File: config.mk
export PLATFORM = sky130hd
export DESIGN_NAME = sram_ctrl
export DESIGN_NICKNAME = d
export VERILOG_FILES = /design/src/rtl/sram_ctrl.sv
export SDC_FILE = /design/constraint.sdc
export NUM_CORES = 1
export LEC_CHECK = 0
export CAP_MARGIN = 15
export CORE_MARGIN = 5
export CORE_UTILIZATION = 41
export DETAILED_ROUTE_END_ITERATION = 8
export PLACE_DENSITY_LB_ADDON = 0.1
export SKIP_LAST_GASP = 1
export SLEW_MARGIN = 20
export SYNTH_ARGS = -nofsm -noshare
export SYNTH_HDL_FRONTEND = slang
export SYNTH_SLANG_ARGS = --single-unit
File: constraint.sdc
create_clock -name clk_i -period 1.71 [get_ports clk_i]
set_input_delay 0.4275 -clock clk_i [delete_from_list [all_inputs] [get_ports clk_i]]
set_output_delay 0.4275 -clock clk_i [all_outputs]
set_load 0.1 [all_outputs]
File: src/rtl/sram_ctrl.sv
// Synchronous initiator for the asynchronous sram model: sequences registered N_WE/N_OE
// strobes for one host request at a time and returns read data.
module sram_ctrl #(
  parameter int DEPTH     = 12,
  parameter int WIDTH     = 8,
  parameter int WE_CYCLES = 1,
  parameter int RD_CYCLES = 1
) (
  input  logic             clk_i,
  input  logic             rst_i,
  input  logic             req_valid_i,
  output logic             req_ready_o,
  input  logic             req_we_i,
  input  logic [DEPTH-1:0] req_addr_i,
  input  logic [WIDTH-1:0] req_wdata_i,
  output logic             rsp_valid_o,
  output logic [WIDTH-1:0] rsp_rdata_o,
  output logic [DEPTH-1:0] sram_addr_o,
  output logic [WIDTH-1:0] sram_wdata_o,
  input  logic [WIDTH-1:0] sram_rdata_i,
  output logic             sram_n_we_o,
  output logic             sram_n_oe_o
);

  localparam int CNT_MAX = (WE_CYCLES > RD_CYCLES) ? WE_CYCLES : RD_CYCLES;
  localparam int CW      = $clog2(CNT_MAX) + 1;
  localparam logic [CW-1:0] WE_LOAD = CW'(WE_CYCLES - 1);
  localparam logic [CW-1:0] RD_LOAD = CW'(RD_CYCLES - 1);

  if (WE_CYCLES < 1 || RD_CYCLES < 1) begin : g_param_check
    $error("sram_ctrl: WE_CYCLES and RD_CYCLES must be >= 1");
  end

  typedef enum logic [2:0] {IDLE, SETUP, WRITE, HOLD, READ, DONE} state_e;

  state_e           state_q, state_d;
  logic [CW-1:0]    cnt_q, cnt_d;
  logic [DEPTH-1:0] addr_q, addr_d;
  logic [WIDTH-1:0] wdata_q, wdata_d;
  logic [WIDTH-1:0] rdata_q, rdata_d;
  logic             rsp_valid_q, rsp_valid_d;
  logic             n_we_q, n_we_d;
  logic             n_oe_q, n_oe_d;

  always_ff @(posedge clk_i or posedge rst_i) begin
    if (rst_i) begin
      state_q     <= IDLE;
      cnt_q       <= '0;
      addr_q      <= '0;
      wdata_q     <= '0;
      rdata_q     <= '0;
      rsp_valid_q <= 1'b0;
      n_we_q      <= 1'b1;
      n_oe_q      <= 1'b1;
    end else begin
      state_q     <= state_d;
      cnt_q       <= cnt_d;
      addr_q      <= addr_d;
      wdata_q     <= wdata_d;
      rdata_q     <= rdata_d;
      rsp_valid_q <= rsp_valid_d;
      n_we_q      <= n_we_d;
      n_oe_q      <= n_oe_d;
    end
  end

  always_comb begin
    state_d     = state_q;
    cnt_d       = cnt_q;
    addr_d      = addr_q;
    wdata_d     = wdata_q;
    rdata_d     = rdata_q;
    // Completion pulse is registered off HOLD/DONE, landing one cycle after those states.
    rsp_valid_d = (state_q == HOLD) || (state_q == DONE);
    case (state_q)
      IDLE: begin
        if (req_valid_i) begin
          addr_d  = req_addr_i;
          wdata_d = req_wdata_i;
          if (req_we_i) begin
            state_d = SETUP;
          end else begin
            state_d = READ;
            cnt_d   = RD_LOAD;
          end
        end
      end
      SETUP: begin
        state_d = WRITE;
        cnt_d   = WE_LOAD;
      end
      WRITE: begin
        if (cnt_q == '0) state_d = HOLD;
        else             cnt_d   = cnt_q - CW'(1);
      end
      HOLD: state_d = IDLE;
      READ: begin
        if (cnt_q == '0) begin
          rdata_d = sram_rdata_i;
          state_d = DONE;
        end else begin
          cnt_d = cnt_q - CW'(1);
        end
      end
      DONE:    state_d = IDLE;
      default: state_d = IDLE;
    endcase
    // Strobes are decoded from the next state so they leave flops aligned with the state.
    n_we_d = (state_d != WRITE);
    n_oe_d = (state_d != READ);
  end

  assign req_ready_o  = (state_q == IDLE);
  assign rsp_valid_o  = rsp_valid_q;
  assign rsp_rdata_o  = rdata_q;
  assign sram_addr_o  = addr_q;
  assign sram_wdata_o = wdata_q;
  assign sram_n_we_o  = n_we_q;
  assign sram_n_oe_o  = n_oe_q;

endmodule

==> impl_metrics.csv <==
group,metric,value,unit
status,status,"finished clean",
sta,grt_setup_unrepaired,"false",
synthesis,netlist_area,1420,um^2
sta,fmax,612,MHz
route,vias,937,
cts,cts_hold_buf,0,
synthesis,ys_warn_count,0,
cells_and_area,areaGrowthSynthToFinish,78.2,%
synthesis,avgSynthCellArea,17.1,um^2
cts,clk_pin_slew,0.10,ns
synthesis,yosysMostFrequentCell,"dfrtp_1",
cts,htreeDepth,2,
run,drv_cap,0,
synthesis,synthTopCellsByArea,"dfrtp_1 (57%), mux2_4 (21%), mux2_2 (6.4%), dfstp_2 (3.7%), buf_6 (3.2%)",
cts,cts.sinks,34,
floorplanning,die_w,68.8,um
setup_path,cp_data_arrival_time,1.21,ns
hold_path,min_path_type,"input port to asynchronous set/reset pin",
route,wl_per_cell,15.7,um
setup_path,critical_path_class,"register to output pin",
grt,grt-ovfl-total,0,
setup_path,endpoint_kind,"output pin",
route,drt_wl_total,3180,um
grt,grt_first_pass_wirelength,4860,um
floorplanning,core,3340,um^2
sta,maxSlewHeadroom,72.7,%
place,dpl.hpwl,2450,um
grt,grt_pass1_vias,1008,
route,drt_iter0_markers,30,
cts,cts_root_buf,"clkbuf_4",
synthesis,ys_types,18,
cts,cts_tree,"built",
synthesis,synth-edff-count,0,
sta,hold_viol,0,
grt,grt.total_usage,14.4,%
setup_path,cp.required,1.28,ns
synthesis,synth_cells,83,
route,ant_nets,0,
synthesis,synthFlopType,"dfrtp_1",
synthesis,synth_top_area_share,56.5,%
synthesis,yosys_register_bits,34,
sta,tns,0,ns
setup_path,start_kind,"register",
sta,slew_viol_final,0,
grt,grt_start_max_net_pins,35,
cts,clock_path_buffers,2,
route,dr.pass1.iters,6,
cts,numCtsBuffers,5,
sta,fin_crit_sh,95.6,%
sta,finalSetupViolCount,0,
synthesis,synth_async_sr_flop_share,100,%
synthesis,ys_seq_area_share,60.2,%
route,drc_errors,0,
place,io_buffers,63,
floorplanning,fp-row-count,21,
floorplanning,initial_utilization,42.4,%
setup_path,reg2reg_from,"state_q[1]",
route,viasPerCell,4.62,
grt,antenna_found_initial,0,
cts,insertion_delay,0.32,ns
sta,fin_crit,1.63,ns
sta,fin_worst_skew,0.00703,ns
cells_and_area,diodes,0,
floorplanning,dieHeight,68.8,um
floorplanning,die_area,4730,um^2
cells_and_area,nFillCells,219,
cells_and_area,multi_input_comb_area,520,um^2
cells_and_area,seqCellArea,857,um^2
synthesis,synth_commonest_cells,"dfrtp_1 (32), mux2_4 (20), mux2_2 (8)",
setup_path,crit_path_start,"state_q[1]",
cells_and_area,nets,188,
setup_path,worstPathMaxFanout,2,
sta,worst_slew_pin_slew,0.409,ns
synthesis,synth_top_area_cell,"dfrtp_1",
floorplanning,ioPinCount,64,
cells_and_area,drive_above_1_share,51.6,%
place,gp_congestion,0.716,
synthesis,syn-num-nets,115,
## critical path, stage by stage (launching register included)
cell and delay, ns:
dfrtp_2 0.44, nor3_4 0.24, buf_12 0.20
## flip-flops by register name (all words and copies together) (netlist names)
signal,cells
sram_n_we_o,1
sram_wdata_o,8
sram_addr_o,12
rsp_valid_o,1
rsp_rdata_o,8
state_q,3
sram_n_oe_o,1
## metal layers
| metal | vias up | wire, um | GRT usage, % |
|---|---|---|---|
| met5 | - | 0 | 0 |
| met4 | 0 | 53 | 6.57 |
| met3 | 5 | 289 | 4.70 |
| met2 | 46 | 1570 | 24.3 |
| met1 | 458 | 1270 | 16.6 |
| li1 | 428 | - | - |
## through the flow
step / setup WS [ns] / hold slack [ns] / util [%] / instances / area, um^2
6_report: 0.0756 / 0.450 / 75.6 / 203 / 2520
3_5_place_dp: -0.166 / 0.562 / 73.2 / 191 / 2440
5_1_grt: 0.0126 / 0.483 / 75.6 / 203 / 2520
2_1_floorplan: -0.0257 / 0.543 / - / 83 / 1430
3_3_place_gp: -0.131 / 0.556 / 73.2 / 191 / 2440
4_1_cts: 0.00758 / 0.465 / 75.0 / 200 / 2500
## worst paths after layout
kind                                  endpoint  cells past startpoint  slack [ns]
worst min register to register     sram_n_oe_o                      2        0.54
min in group clk_i                 sram_n_oe_o                      2        0.54
worst min-delay path            sram_addr_o[3]                      3        0.45
max in group asynchronous          sram_n_oe_o                      3        1.01
worst max-delay path               req_ready_o                      2        0.08
worst max register to register  sram_addr_o[7]                      4        0.11
## cell usage in the layout, fill, tap and decap left out, types with 2 or more instances in the layout
| cell type | instances |
|---|---|
| clkdlybuf4s50_1 | 31 |
| mux2_4 | 20 |
| buf_4 | 6 |
| a211oi_1 | 2 |
| dfstp_2 | 2 |
| dfrtp_2 | 3 |
| mux2_2 | 8 |
| clkbuf_4 | 5 |
| clkbuf_1 | 3 |
| nor2_1 | 3 |
| buf_12 | 34 |
| nand2_1 | 2 |
| dfrtp_1 | 29 |
## final cells by class
| type | instances | area share (%) |
|---|---|---|
| inverters | 1 | 0.149 |
| multi-input cells | 43 | 20.6 |
| repair buffers | 71 | 41.1 |
| clock buffers | 8 | 1.93 |
| flip-flops and latches | 34 | 34.0 |
| well taps | 46 | 2.28 |
## kinds of logic after synthesis
family | synth area share (%)
flip-flops | 60.2
multiplexers | 27.6
AND/OR/NAND/NOR | 5.57
buffers and inverters | 3.80
AO/OA/AOI/OAI | 1.59
XOR/XNOR | 1.24
## repair_timing
| action | 4_1_cts | 5_1_grt |
|---|---|---|
| buffers inserted | 1 | 3 |
| pin swaps | 0 | 1 |
| endpoints found under the setup margin | 1 | 1 |
| resized for setup | 3 | 0 |
Power is left out: the tool's default activity adds up to more than one toggle a clock period on the data nets, which glitch-free logic cannot reach.
